--- config.mk ---
export PLATFORM = sky130hd
export DESIGN_NAME = conv_encoder
export DESIGN_NICKNAME = d
export VERILOG_FILES = /design/src/rtl/conv_encoder.sv
export SDC_FILE = /design/constraint.sdc
export NUM_CORES = 1
export LEC_CHECK = 0
export BUFFER_PORTS_ARGS = -buffer_cell sky130_fd_sc_hd__buf_2
export CORE_MARGIN = 2
export CORE_UTILIZATION = 35
export CTS_CLUSTER_DIAMETER = 120
export DETAILED_ROUTE_END_ITERATION = 6
export HOLD_SLACK_MARGIN = 0.15
export PLACE_DENSITY = 0.64
export SYNTH_ARGS = -nofsm -noshare
export SYNTH_HDL_FRONTEND = slang
export SYNTH_SLANG_ARGS = --single-unit
--- constraint.sdc ---
create_clock -name clk -period 1.7 [get_ports clk]
set_input_delay 0.255 -clock clk [delete_from_list [all_inputs] [get_ports clk]]
set_output_delay 0.255 -clock clk [all_outputs]
set_load 0.01 [all_outputs]
--- src/rtl/conv_encoder.sv ---
// Rate-1/2, K=5 convolutional encoder with a small input FIFO.
// Payload bits are framed into zero-terminated frames (4 tail bits) so the
// downstream Viterbi decoder always restarts from trellis state 0.
//
// state   | meaning
// --------+--------------------------------------------------------------
// ST_IDLE | between frames; outputs 00, first pop starts a new frame
// ST_DATA | inside a frame; one payload bit popped per cycle when available
// ST_TAIL | four zero tail bits flush the window back to state 0
module conv_encoder #(
   parameter logic [4:0] G0         = 5'b11101,
   parameter logic [4:0] G1         = 5'b10011,
   parameter int         FIFO_DEPTH = 4
) (
   input  logic       clk,
   input  logic       rst_n,
   input  logic       din,
   input  logic       din_valid,
   input  logic       din_last,
   output logic       din_ready,
   output logic [1:0] code_out,
   output logic       code_valid,
   output logic       frame_start,
   output logic       busy,
   output logic       underrun
);

   localparam int             AW       = $clog2(FIFO_DEPTH);
   localparam logic [AW:0]    FULL_CNT = (AW+1)'(FIFO_DEPTH);

   typedef enum logic [1:0] {
      ST_IDLE,
      ST_DATA,
      ST_TAIL
   } state_t;

   state_t         state_q, state_d;
   logic [1:0]     mem_q [FIFO_DEPTH];
   logic [1:0]     mem_d [FIFO_DEPTH];
   logic [AW-1:0]  wr_ptr_q, wr_ptr_d;
   logic [AW-1:0]  rd_ptr_q, rd_ptr_d;
   logic [AW:0]    count_q, count_d;
   logic [4:0]     w_q, w_d;
   logic [1:0]     tail_cnt_q, tail_cnt_d;
   logic [1:0]     code_q, code_d;
   logic           code_valid_q, code_valid_d;
   logic           frame_start_q, frame_start_d;
   logic           underrun_q, underrun_d;

   logic           push;
   logic           pop;
   logic           fifo_empty;
   logic [1:0]     head;
   logic           adv;
   logic           bit_in;
   logic           clear_w;
   logic [4:0]     win_next;

   // The oldest tap is consumed as w_q[3] while the next window is formed,
   // so the stored w_q[4] itself never feeds logic.
   logic           unused_oldest;
   assign unused_oldest = w_q[4];

   assign din_ready   = (count_q < FULL_CNT);
   assign push        = din_valid && din_ready;
   assign fifo_empty  = (count_q == '0);
   assign head        = mem_q[rd_ptr_q];

   assign code_out    = code_q;
   assign code_valid  = code_valid_q;
   assign frame_start = frame_start_q;
   assign busy        = (state_q != ST_IDLE);
   assign underrun    = underrun_q;

   // FIFO storage, pointers and occupancy
   always_comb begin
      mem_d    = mem_q;
      wr_ptr_d = wr_ptr_q;
      rd_ptr_d = rd_ptr_q;
      count_d  = count_q;
      if (push) begin
         mem_d[wr_ptr_q] = {din_last, din};
         wr_ptr_d        = wr_ptr_q + 1'b1;
      end
      if (pop) begin
         rd_ptr_d = rd_ptr_q + 1'b1;
      end
      case ({push, pop})
         2'b10:   count_d = count_q + 1'b1;
         2'b01:   count_d = count_q - 1'b1;
         default: count_d = count_q;
      endcase
   end

   // Framing FSM, window advance and registered symbol outputs
   always_comb begin
      state_d       = state_q;
      tail_cnt_d    = tail_cnt_q;
      underrun_d    = underrun_q;
      pop           = 1'b0;
      adv           = 1'b0;
      bit_in        = 1'b0;
      clear_w       = 1'b0;
      frame_start_d = 1'b0;
      case (state_q)
         ST_IDLE: begin
            // code_valid_q high in IDLE means the last tail symbol is still
            // on the output; holding one cycle guarantees an idle 00 symbol
            // between consecutive frames.
            if (!fifo_empty && !code_valid_q) begin
               pop           = 1'b1;
               adv           = 1'b1;
               bit_in        = head[0];
               frame_start_d = 1'b1;
               tail_cnt_d    = 2'd0;
               state_d       = head[1] ? ST_TAIL : ST_DATA;
            end
         end
         ST_DATA: begin
            if (!fifo_empty) begin
               pop    = 1'b1;
               adv    = 1'b1;
               bit_in = head[0];
               if (head[1]) begin
                  tail_cnt_d = 2'd0;
                  state_d    = ST_TAIL;
               end
            end else begin
               underrun_d = 1'b1;
            end
         end
         ST_TAIL: begin
            adv        = 1'b1;
            tail_cnt_d = tail_cnt_q + 1'b1;
            if (tail_cnt_q == 2'd3) begin
               clear_w = 1'b1;
               state_d = ST_IDLE;
            end
         end
         default: begin
            state_d = ST_IDLE;
         end
      endcase

      win_next     = {w_q[3:0], bit_in};
      w_d          = w_q;
      code_d       = 2'b00;
      code_valid_d = 1'b0;
      if (adv) begin
         w_d          = clear_w ? 5'b0 : win_next;
         code_d       = {^(win_next & G1), ^(win_next & G0)};
         code_valid_d = 1'b1;
      end
   end

   // State and datapath registers
   always_ff @(posedge clk or negedge rst_n) begin
      if (!rst_n) begin
         state_q       <= ST_IDLE;
         for (int i = 0; i < FIFO_DEPTH; i++) begin
            mem_q[i] <= 2'b00;
         end
         wr_ptr_q      <= '0;
         rd_ptr_q      <= '0;
         count_q       <= '0;
         w_q           <= 5'b0;
         tail_cnt_q    <= 2'd0;
         code_q        <= 2'b00;
         code_valid_q  <= 1'b0;
         frame_start_q <= 1'b0;
         underrun_q    <= 1'b0;
      end else begin
         state_q       <= state_d;
         mem_q         <= mem_d;
         wr_ptr_q      <= wr_ptr_d;
         rd_ptr_q      <= rd_ptr_d;
         count_q       <= count_d;
         w_q           <= w_d;
         tail_cnt_q    <= tail_cnt_d;
         code_q        <= code_d;
         code_valid_q  <= code_valid_d;
         frame_start_q <= frame_start_d;
         underrun_q    <= underrun_d;
      end
   end

endmodule
== Word level (Yosys, flattened, before mapping) ==
Cells that the tools add are included.
Widths: inputs -> output; s select.

* Register bits after elaboration: 28
* Input bits: 5
* Output and inout port bits: 7
* Word-level logic and storage cells: 79

* Add/subtract/negate cells: 5
* Order comparisons: 4
* Equality and inequality tests: 9
* Mux-type cells: 30
* Bitwise gates (word level): 2
* Reductions and logical operators: 15

{| class="wikitable"
|+ Operators with widths
! operator !! count
|-
| $mux 2 || 12
|-
| $pmux 2 s3 || 2
|-
| $reduce_xor 5->1 || 2
|-
| $bwmux 8 || 1
|-
| $mux 1 || 8
|-
| $ne 2x2->1 const B || 4
|-
| $reduce_and 4->1 || 2
|-
| $add 2x1->2 const B || 3
|-
| $eq 2x2->1 const B || 3
|-
| $ge 3x3->1 const B || 2
|-
| $not 2->3 || 2
|-
| $pmux 3 s2 || 1
|-
| $bmux 2 s2 || 1
|-
| $demux 2 s2 || 1
|-
| $eq 2x1->1 const B || 2
|-
| $mux 4 || 1
|-
| $pmux 1 s2 || 2
|-
| $reduce_bool 2->1 || 2
|-
| $add 3x1->3 const B || 1
|-
| $logic_and 1x1->1 || 3
|-
| $logic_not 3->1 || 1
|-
| $lt 3x1->1 const B || 1
|-
| $lt 3x3->1 const B || 1
|-
| $pmux 1 s3 || 1
|-
| 5 further kinds || 6
|}

== Longest topological paths before layout ==
Gate-level depths: netlist of run 1.

* Word-level depth: 8
* Depth in mapped cells: 9
* Depth with buffers taken out: 8

== Least setup slack after synthesis of run 1 ==
No wires, ideal clock.

* Kind: register -> register
* From: register code_valid_q (netlist: code_valid)
* To: register count_q[2]
* Setup time: 80 ps
* Arrival: 1809 ps
* Required time: 1620 ps
* Path slack: -189 ps
* Cell stages (with the launch flop): 9
* Buffers on the path: 0
* Period minus slack after synthesis: 1889 ps
* Cells stage by stage: dfrtp_1 nor2b_1 nor3_4 ha_1 inv_1 fa_1 xor2_1 nor2_1 xnor2_1

* Cells in the longest elaborated chain, start to end: 6
* Elaborated cells between the ends (all ways): 8
* Those cells by class: eq/ne (2); mux (3); reduce/logical (3)

{| class="wikitable"
|+ RTL lines
! what !! RTL line !! RTL
|-
| start, declared || 46 || <nowiki>logic code_valid_q, code_valid_d;</nowiki>
|-
| start signal, assigned || 181 || <nowiki>code_valid_q <= code_valid_d;</nowiki>
|-
| $logic_not 1->1 * || 110 || <nowiki>if (!fifo_empty && !code_valid_q) begin</nowiki>
|-
| $logic_and 1x1->1 * || 110 ||
|-
| $mux 1 * || 110 ||
|-
| $pmux 1 s2 * || 105 || <nowiki>case (state_q)</nowiki>
|-
| net pop || 51 || <nowiki>logic pop;</nowiki>
|-
| $eq 2x1->1 or $eq 2x2->1 (tied branches) || 88 || <nowiki>case ({push, pop})</nowiki>
|-
| $pmux 3 s2 or $reduce_bool 2->1 (tied branches) || n/a ||
|-
| end signal, assigned || 177 || <nowiki>count_q <= count_d;</nowiki>
|-
| end, declared || 42 || <nowiki>logic [AW:0] count_q, count_d;</nowiki>
|}

The timed path passes the listed nets; every way through them passes the cells marked *.
A chain may end at the register's enable or synchronous reset.

== Final worst setup path of run 1 ==
Same ends and word-level chain as after synthesis.

==> results of run 1 <==
cells by family after synthesis:
group / synth area share
AND/OR/NAND/NOR: 0.114
flip-flops: 0.502
AO/OA/AOI/OAI: 0.107
buffers and inverters: 0.0413
multiplexers: 0.111
XOR/XNOR: 0.0565
adder cells (fa/ha/maj): 0.0682
cells in the mapped netlist (5+ instances only):
cell / number
nand2_1: 13
ha_1: 6
nor2b_1: 5
dfrtp_1: 28
xnor2_1: 7
inv_1: 11
o21ai_0: 7
mux2_2: 8
nor2_1: 6
metrics by stage:
stage | setup TNS [ns] | hold slack, ns | cells
after floorplan | -0.288 | -0.0406 | 121
after global placement | 0 | 0.295 | 187
after detailed placement | -0.0366 | 0.311 | 187
after CTS | 0 | 0.244 | 193
after global routing | -0.0918 | 0.238 | 194
final | 0 | 0.251 | 194
path summary, 6_finish.rpt:
check                           start    endpoint  cells after the start
max                        code_valid  count_q[2]                      8
min                               din    mem_q[2]                      2
max reg2reg                code_valid  count_q[2]                      8
min reg2reg                  underrun    underrun                      1
max in group asynchronous       rst_n  count_q[0]                      2
min in group asynchronous       rst_n      w_q[3]                      2
where the power goes:
group          internal, uW  leakage, uW  switching [uW]  total, uW
clock                   315    0.0000357             207        523
sequential             1000     0.000337             252       1250
combinational          1020     0.000398             914       1930
total                  2330     0.000771            1370       3700
state kept, by name, summed over array words and instances, names as in the netlist:
name,flops
rd_ptr_q,2
w_q,4
state_q,2
frame_start,1
wr_ptr_q,2
mem_q,8
tail_cnt_q,2
code_out,2
code_valid,1
underrun,1
count_q,3
layer usage:
metal,part of all wire,vias to the layer above
li1,-,455
met1,0.45,451
met2,0.52,17
met3,0.037,0
met4,0,0
met5,0,-
worst register-to-register path, stage by stage (launching register included):
cell and delay (ns):
dfrtp_1 0.40, nor2b_4 0.14, nor3_4 0.12, ha_2 0.21
inv_2 0.04, fa_2 0.32, xor2_1 0.15, nor2_1 0.11
xnor2_1 0.13
cell type report:
cell class / instances / area share
clock buffers: 3 / 0.0245
clock inverters: 1 / 0.0178
inverters: 12 / 0.0267
multi-input cells: 78 / 0.387
flip-flops and latches: 28 / 0.416
well taps: 48 / 0.0357
repair buffers: 24 / 0.0921
timing repair:
item | 4_1_cts | 5_1_grt
pin swaps | 3 | 2
hold buffers | 1 | 0
setup endpoints to repair | 1 | 2
setup buffers | 1 | 1
endpoints found under the hold margin | 28 | 0
gates resized for setup | 0 | 2
==> results.py, run 1 <==
metrics = {
    "clock_tree": {
        "cts_htree_levels": 1,
        "clock_insertion_delay_at_the_later_pin_of_the_skew_report_ns": 0.27,
        "cts_root_buffer": "clkbuf_8",
        "tritoncts_clock_tree": "yes",
        "cts-root-to-sink-buffers": 2,
        "clk_pin_slew_worst_paths_ns": 0.10,
        "total_cts_buffers": 3,
        "cts.sinks": 28,
    },
    "setup_path": {
        "cp_data_required_time_ns": 1.90,
        "worst-r2r-setup-slack_ns": 0.03,
        "worstPathCellList": "nor2b_4, nor3_4, ha_2, inv_2, fa_2, xor2_1, nor2_1, xnor2_1",
        "path_delay_family": "adder cells",
        "crit_buf_inv": 1,
        "worstSetupEndpointType": "flop",
        "max_stage_delay_ns": 0.40,
        "startpoint_type": "flop",
        "critical_path.max_fanout": 2,
        "critical_path.slowest_cell": "dfrtp_1",
        "worst-endpoint-arrival_ns": 1.88,
        "path_type_of_the_worst_setup_path": "flop to flop",
    },
    "detailed_routing": {
        "route.detailed.vias_per_inst": 4.76,
        "drt_wl_total_mm": 2.44,
        "drc_errors": 0,
        "drc_marker_count_from_the_first_detailed_route_iteration": 60,
        "drt_pass1_iterations": 4,
        "vias": 923,
        "ant_nets": 0,
        "post_drt_wl_per_cell_um": 12.6,
    },
    "sta": {
        "timing.slew.headroom": 0.585,
        "report.final.setup_viol": 0,
        "period_share": 0.984,
        "maxClockFrequency_mhz": 598,
        "max_slew_vio_count": 0,
        "worst_clock_skew_ns": 0.00486,
        "postLayoutSetupSlackWorst_ns": 0.0265,
        "finalWorstPathRequiredPeriod_ns": 1.67,
        "rsz0062_at_grt": "yes",
        "final_hold_viol_count": 0,
        "tightest_slew_ns": 0.623,
    },
    "logic_synthesis": {
        "postSynthRegisterBits": 28,
        "synth_top_area_cell": "dfrtp_1",
        "postSynthCellCount": 121,
        "yosys.cell_types.count": 30,
        "yosysSeqAreaShare": 0.502,
        "postSynth.asyncResetShare": 1.00,
        "ys_top_cells_by_area": "dfrtp_1 (50%), mux2_2 (6.5%), ha_1 (5.4%)",
        "synth-warning-count": 0,
        "synth_top_flop_cell": "dfrtp_1",
        "syn-num-nets": 133,
        "synth_area_um2": 1400,
        "synth-edff-count": 0,
        "synth_area_per_cell_um2": 11.5,
        "synth_largest_type_area_fraction": 0.502,
    },
    "pwr": {
        "p_per_area_nw_per_um2": 2200,
        "power.total_uw": 3700,
        "static-leakage-power_uw": 0.000771,
        "ir_drop_worst_case_vdd_uv": 829,
    },
    "finish": {
        "finish.utilization": 0.450,
        "fill_cells": 366,
        "design.final.nets": 159,
        "drive_gt1_frac": 0.356,
        "design_area_um2": 1680,
        "layout.cells.most_common": "dfrtp_1",
        "antenna-diode-count": 0,
        "multi_input_area_um2": 652,
        "layout_common_cells": "dfrtp_1 (28), nand2_1 (13), buf_4 (12)",
        "register_area_um2": 701,
        "areaGrowthSynthToFinish_pct": 20.7,
    },
    "die": {
        "fp.dieArea_um2": 4510,
        "core.rowCount": 22,
        "floorplan.initialDensity": 0.373,
        "i_o_pins": 12,
        "die_x_extent_um": 67.1,
        "floorplan.die.height_um": 67.1,
        "design.core.area_um2": 3740,
    },
    "global_route": {
        "routing_layer_with_the_top_usage_in_global_route": "met2",
        "leftover_overflow_at_the_end_of_global_routing": 0,
        "grt_pass1_wl_mm": 4.31,
        "grt_pass1_vias": 961,
        "grt.met3_usage": 0.0400,
        "globalRouteMet1Util": 0.150,
        "groute.usage.overall": 0.128,
        "use_met2": 0.233,
        "grt_antenna_before_repair": 0,
        "grt_max_degree": 29,
    },
    "place": {
        "hpwlAfterDp_mm": 1.84,
        "gpl.final_weighted_congestion": 0.709,
        "dpl-instance-area_um2": 1590,
        "detailedPlace.worstSlack_ns": -0.0366,
        "numPortBuffers": 11,
    },
    "status": {
        "status": "complete, no violations",
    },
    "run": {
        "cap_violations": 0,
    },
    "min_path": {
        "min-delay-path-class": "input pin to flop",
    },
}
No activity file was read; power rests on OpenSTA's default activity.
==> run 2, diff against run 1 <==
- CORE_UTILIZATION: 35 -> 50
- PLACE_DENSITY: 0.64 -> 0.71
==> results.py, run 2 (synthesis results as in run 1) <==
metrics = {
    "setup_path": {
        "cp_data_required_time_ns": 1.94,
        "rr_worst_depth": 8,
        "worst-endpoint-arrival_ns": 2.03,
        "critical_r2r_launch": "code_valid",
        "worstReg2RegEnd": "count_q[2]",
        "startpoint_type": "flop",
        "critical_path.max_fanout": 2,
        "path_type_of_the_worst_setup_path": "flop to flop",
        "worstSetupEndpointType": "flop",
        "worst-r2r-setup-slack_ns": -0.09,
    },
    "clock_tree": {
        "cts_htree_levels": 1,
        "clock_insertion_delay_at_the_later_pin_of_the_skew_report_ns": 0.31,
        "cts-root-to-sink-buffers": 2,
        "cts_root_buffer": "clkbuf_4",
        "tritoncts_clock_tree": "yes",
        "clk_pin_slew_worst_paths_ns": 0.14,
        "cts.sinks": 28,
        "total_cts_buffers": 3,
    },
    "global_route": {
        "grt.met3_usage": 0.0276,
        "globalRouteMet1Util": 0.210,
        "grt_pass1_wl_mm": 4.20,
        "grt_antenna_before_repair": 0,
        "groute.usage.overall": 0.164,
        "grt_max_degree": 29,
        "grt_pass1_vias": 955,
        "routing_layer_with_the_top_usage_in_global_route": "met2",
        "leftover_overflow_at_the_end_of_global_routing": 0,
        "use_met2": 0.291,
    },
    "place": {
        "hpwlAfterDp_mm": 1.74,
        "gpl.final_weighted_congestion": 0.759,
        "numPortBuffers": 11,
    },
    "sta": {
        "final_hold_viol_count": 0,
        "rsz0062_at_grt": "yes",
        "timing.slew.headroom": 0.593,
        "report.final.setup_viol": 1,
        "period_share": 1.05,
        "worst_clock_skew_ns": 0.00295,
        "finalWorstPathRequiredPeriod_ns": 1.79,
        "max_slew_vio_count": 0,
        "maxClockFrequency_mhz": 559,
        "postLayoutSetupSlackWorst_ns": -0.0888,
        "tightest_slew_ns": 0.610,
        "finalHoldWorstSlack_ns": 0.209,
    },
    "finish": {
        "design.final.nets": 159,
        "fill_cells": 223,
        "layout_common_cells": "dfrtp_1 (28), nand2_1 (13), buf_2 (11), buf_4 (11), inv_1 (10)",
        "layout.cells.most_common": "dfrtp_1",
        "antenna-diode-count": 0,
        "number_of_flip_flops_in_the_largest_register": 8,
        "largest_registers": "mem_q: 8 flops, w_q: 4 flops, count_q: 3 flops",
        "finish.utilization": 0.602,
        "areaGrowthSynthToFinish_pct": 17.0,
        "drive_gt1_frac": 0.356,
        "regMostFlops": "mem_q",
    },
    "detailed_routing": {
        "drt_wl_total_mm": 2.33,
        "vias": 908,
        "ant_nets": 0,
        "route.detailed.vias_per_inst": 5.13,
        "post_drt_wl_per_cell_um": 13.2,
        "drt_pass1_iterations": 4,
        "drc_errors": 0,
        "drc_marker_count_from_the_first_detailed_route_iteration": 27,
    },
    "min_path": {
        "hp-start": "din_last",
        "worstHoldEndpoint": "mem_q[1]",
        "min-delay-path-class": "input pin to flop",
        "whs_path_depth": 2,
    },
    "die": {
        "floorplan.die.height_um": 56.8,
        "die_x_extent_um": 56.8,
        "fp.dieArea_um2": 3230,
        "floorplan.initialDensity": 0.515,
        "core.rowCount": 19,
        "i_o_pins": 12,
        "design.core.area_um2": 2710,
    },
    "pwr": {
        "p_per_area_nw_per_um2": 2150,
        "ir_drop_worst_case_vdd_uv": 1420,
        "static-leakage-power_uw": 0.000757,
    },
    "run": {
        "cap_violations": 0,
    },
    "status": {
        "violations": "setup timing",
        "status": "finished with violations",
    },
}
[run 2: cell types whose count changed in the layout (fill, tap and decap cells not counted), sizes merged]
cell / delta
clkbuf: +1
bufinv: -1
[run 2: worst max-delay path by stage]
stage / start / to / slack (ns) / cells after the start
2_1_floorplan: code_valid / count_q[2] / -0.18 / 8
3_3_place_gp: code_valid / count_q[2] / 0.003 / 8
3_5_place_dp: code_valid / count_q[2] / -0.07 / 8
4_1_cts: count_q[2] / count_q[2] / -0.04 / 8
5_1_grt: code_valid / count_q[2] / -0.19 / 8
6_report: code_valid / count_q[2] / -0.09 / 8
[run 2: stage by stage]
step                      std cells  total power [uW]  setup TNS [ns]  setup slack [ns]  area [um2]
after floorplan                 121              2620          -0.288            -0.185        1410
after global placement          170              3060               0           0.00271        1560
after detailed placement        170              3160         -0.0684           -0.0684        1560
after CTS                       176              3510         -0.0427           -0.0427        1620
after global routing            177              3820          -0.258            -0.187        1630
final                           177              3510         -0.0888           -0.0888        1630
[run 2: final cells by class]
type,instances,area [um2],share of cell area
clock buffer,4,36.3,0.0222
inverter,12,45.0,0.0276
multi-input combinational,78,652,0.400
sequential,28,701,0.429
tap,31,38.8,0.0238
timing repair buffer,24,159,0.0974
[run 2: metal layers]
layer	routed length, um	vias to the layer above
li1	-	452
met1	1050	445
met2	1210	9
met3	56	2
met4	18	0
met5	0	-
[run 2: repair_timing]
action,CTS,global route
pin swaps,4,4
resized for setup,1,1
hold endpoints to repair,28,0
setup endpoints to repair,1,3
hold buffers,1,0
setup buffers,1,1
[run 2: power by group]
part | internal, uW | leakage (uW) | switching (uW)
Clock | 131 | 0.0000210 | 182
Combinational | 1030 | 0.000399 | 910
Sequential | 999 | 0.000337 | 256
Total | 2160 | 0.000757 | 1350
[run 2: worst max-delay path, cell delays in order (launching register included)]
cell and delay (ns):
dfrtp_1 0.41, nor2b_4 0.14, nor3_4 0.18, ha_2 0.21, inv_2 0.04, fa_2 0.33, xor2_1 0.15, nor2_1 0.13
xnor2_1 0.13
==> run 3, diff against run 2 <==
- PLACE_DENSITY: 0.71 -> 0.69
- clock period: 1.7 -> 2.1 ns (I/O delays scaled with it)
==> results.py, run 3 (synthesis results as in run 1) <==
metrics = {
    "setup_path": {
        "worst-endpoint-arrival_ns": 2.11,
        "endpoint_of_the_worst_setup_timing_path": "count_q[2]",
        "worstReg2RegEnd": "count_q[2]",
        "critical_r2r_launch": "code_valid",
        "path_delay_family": "adder cells",
        "path_type_of_the_worst_setup_path": "flop to flop",
        "critical_path.slowest_cell": "dfrtp_1",
        "startpoint_type": "flop",
        "cp_data_required_time_ns": 2.37,
        "rr_worst_depth": 8,
        "worstSetupEndpointType": "flop",
        "crit_buf_inv": 1,
        "critical_path.max_fanout": 3,
        "worst-r2r-setup-slack_ns": 0.26,
        "cp.depth": 8,
        "worstPathCellList": "nor2b_1, nor3_4, ha_1, inv_1, fa_1, xor2_1, nor2_1, xnor2_1",
        "max_stage_delay_ns": 0.42,
        "critical_path_start": "code_valid",
    },
    "global_route": {
        "grt_pass1_wl_mm": 4.11,
        "grt_max_degree": 29,
        "groute.usage.overall": 0.167,
        "grt_antenna_before_repair": 0,
        "leftover_overflow_at_the_end_of_global_routing": 0,
        "grt_pass1_vias": 941,
    },
    "die": {
        "floorplan.initialDensity": 0.515,
        "floorplan.die.height_um": 56.8,
        "fp.dieArea_um2": 3230,
        "design.core.area_um2": 2710,
        "core.rowCount": 19,
        "die_x_extent_um": 56.8,
        "i_o_pins": 12,
    },
    "status": {
        "status": "complete, no violations",
    },
    "sta": {
        "timing.slew.headroom": 0.590,
        "fin_tns_setup_ns": 0,
        "tightest_slew_ns": 0.616,
        "final_hold_viol_count": 0,
        "maxClockFrequency_mhz": 545,
        "max_slew_vio_count": 0,
        "report.final.setup_viol": 0,
        "finalWorstPathRequiredPeriod_ns": 1.84,
        "worst_clock_skew_ns": 0.00654,
        "rsz0062_at_grt": "no",
        "period_share": 0.874,
    },
    "finish": {
        "design.final.nets": 151,
        "layout.cells.most_common": "dfrtp_1",
        "largest_registers": "mem_q: 8 flops, w_q: 4 flops, count_q: 3 flops",
        "number_of_flip_flops_in_the_largest_register": 8,
        "layout_common_cells": "dfrtp_1 (28), nand2_1 (13), inv_1 (11), buf_2 (11), mux2_2 (8)",
        "areaGrowthSynthToFinish_pct": 12.5,
        "fill_cells": 228,
        "drive_gt1_frac": 0.283,
        "regMostFlops": "mem_q",
        "antenna-diode-count": 0,
    },
    "detailed_routing": {
        "drt_wl_total_mm": 2.27,
        "route.detailed.vias_per_inst": 5.15,
        "vias": 871,
        "post_drt_wl_per_cell_um": 13.4,
        "drt_pass1_iterations": 4,
        "ant_nets": 0,
        "drc_errors": 0,
        "drc_marker_count_from_the_first_detailed_route_iteration": 17,
    },
    "pwr": {
        "p_per_area_nw_per_um2": 1760,
        "ir_drop_worst_case_vdd_uv": 940,
        "power.share.sequential": 0.366,
        "power_frac_comb": 0.502,
        "power_switching_share": 0.385,
        "power.total_uw": 2760,
        "static-leakage-power_uw": 0.000718,
        "internal_power_uw": 1700,
        "share_clk_of_total_power": 0.132,
        "net-switching-power_uw": 1060,
    },
    "clock_tree": {
        "cts.repair_timing.setup_buffer_count": 0,
        "cts.sinks": 28,
        "cts_root_buffer": "clkbuf_4",
        "cts-root-to-sink-buffers": 2,
        "tritoncts_clock_tree": "yes",
        "total_cts_buffers": 3,
        "cts_htree_levels": 1,
        "postCtsResizedCells": 0,
        "clk_pin_slew_worst_paths_ns": 0.16,
        "cts.hold.buffers_added": 1,
        "clock_insertion_delay_at_the_later_pin_of_the_skew_report_ns": 0.34,
    },
    "place": {
        "numPortBuffers": 11,
        "hpwlAfterDp_mm": 1.66,
        "gpl.final_weighted_congestion": 0.709,
    },
    "run": {
        "cap_violations": 0,
    },
    "min_path": {
        "min-delay-path-class": "input pin to flop",
    },
}
[run 3: area by class of cell]
class,instances,area (um2),share of cell area
sequential,28,701,0.447
multi-input combinational,78,637,0.406
timing repair buffer,16,95.1,0.0606
inverter,12,45.0,0.0287
tap,31,38.8,0.0247
clock inverter,1,30.0,0.0191
clock buffer,3,22.5,0.0144
[run 3: routing by layer]
layer,track usage,part of all wire,up-vias
met4,0.0432,0.014,0
met1,0.206,0.46,419
met2,0.282,0.50,12
met5,0,0,-
li1,-,-,436
met3,0.0553,0.034,4
[run 3: how the worst min path moves through the flow]
stage,startpoint,end,slack (ns),cells after the start
detailed placement,rst_n,frame_start,0.37,1
global route,din,mem_q[0],0.22,2
CTS,din,mem_q[2],0.23,2
finish,din,mem_q[2],0.24,2
floorplan,rst_n,code_out[0],0.02,0
global placement,rst_n,frame_start,0.36,1
[run 3: stage by stage]
| stage | worst slack (ns) | util | instances | instance area (um2) | hold slack, ns |
|---|---|---|---|---|---|
| after floorplan | 0.211 | - | 121 | 1400 | 0.0194 |
| after global placement | 0.351 | 0.556 | 164 | 1510 | 0.364 |
| after detailed placement | 0.307 | 0.556 | 164 | 1510 | 0.369 |
| after CTS | 0.276 | 0.579 | 169 | 1570 | 0.230 |
| after global routing | 0.157 | 0.579 | 169 | 1570 | 0.222 |
| final | 0.265 | 0.579 | 169 | 1570 | 0.244 |
[run 3: power groups by stage]
| stage | Clock, uW | Combinational [uW] | Sequential (uW) |
|---|---|---|---|
| after floorplan | 0 | 1080 | 1000 |
| after global placement | 0 | 1350 | 1010 |
| after detailed placement | 0 | 1410 | 1020 |
| after CTS | 372 | 1410 | 1010 |
| after global routing | 397 | 1590 | 1050 |
| final | 364 | 1390 | 1010 |
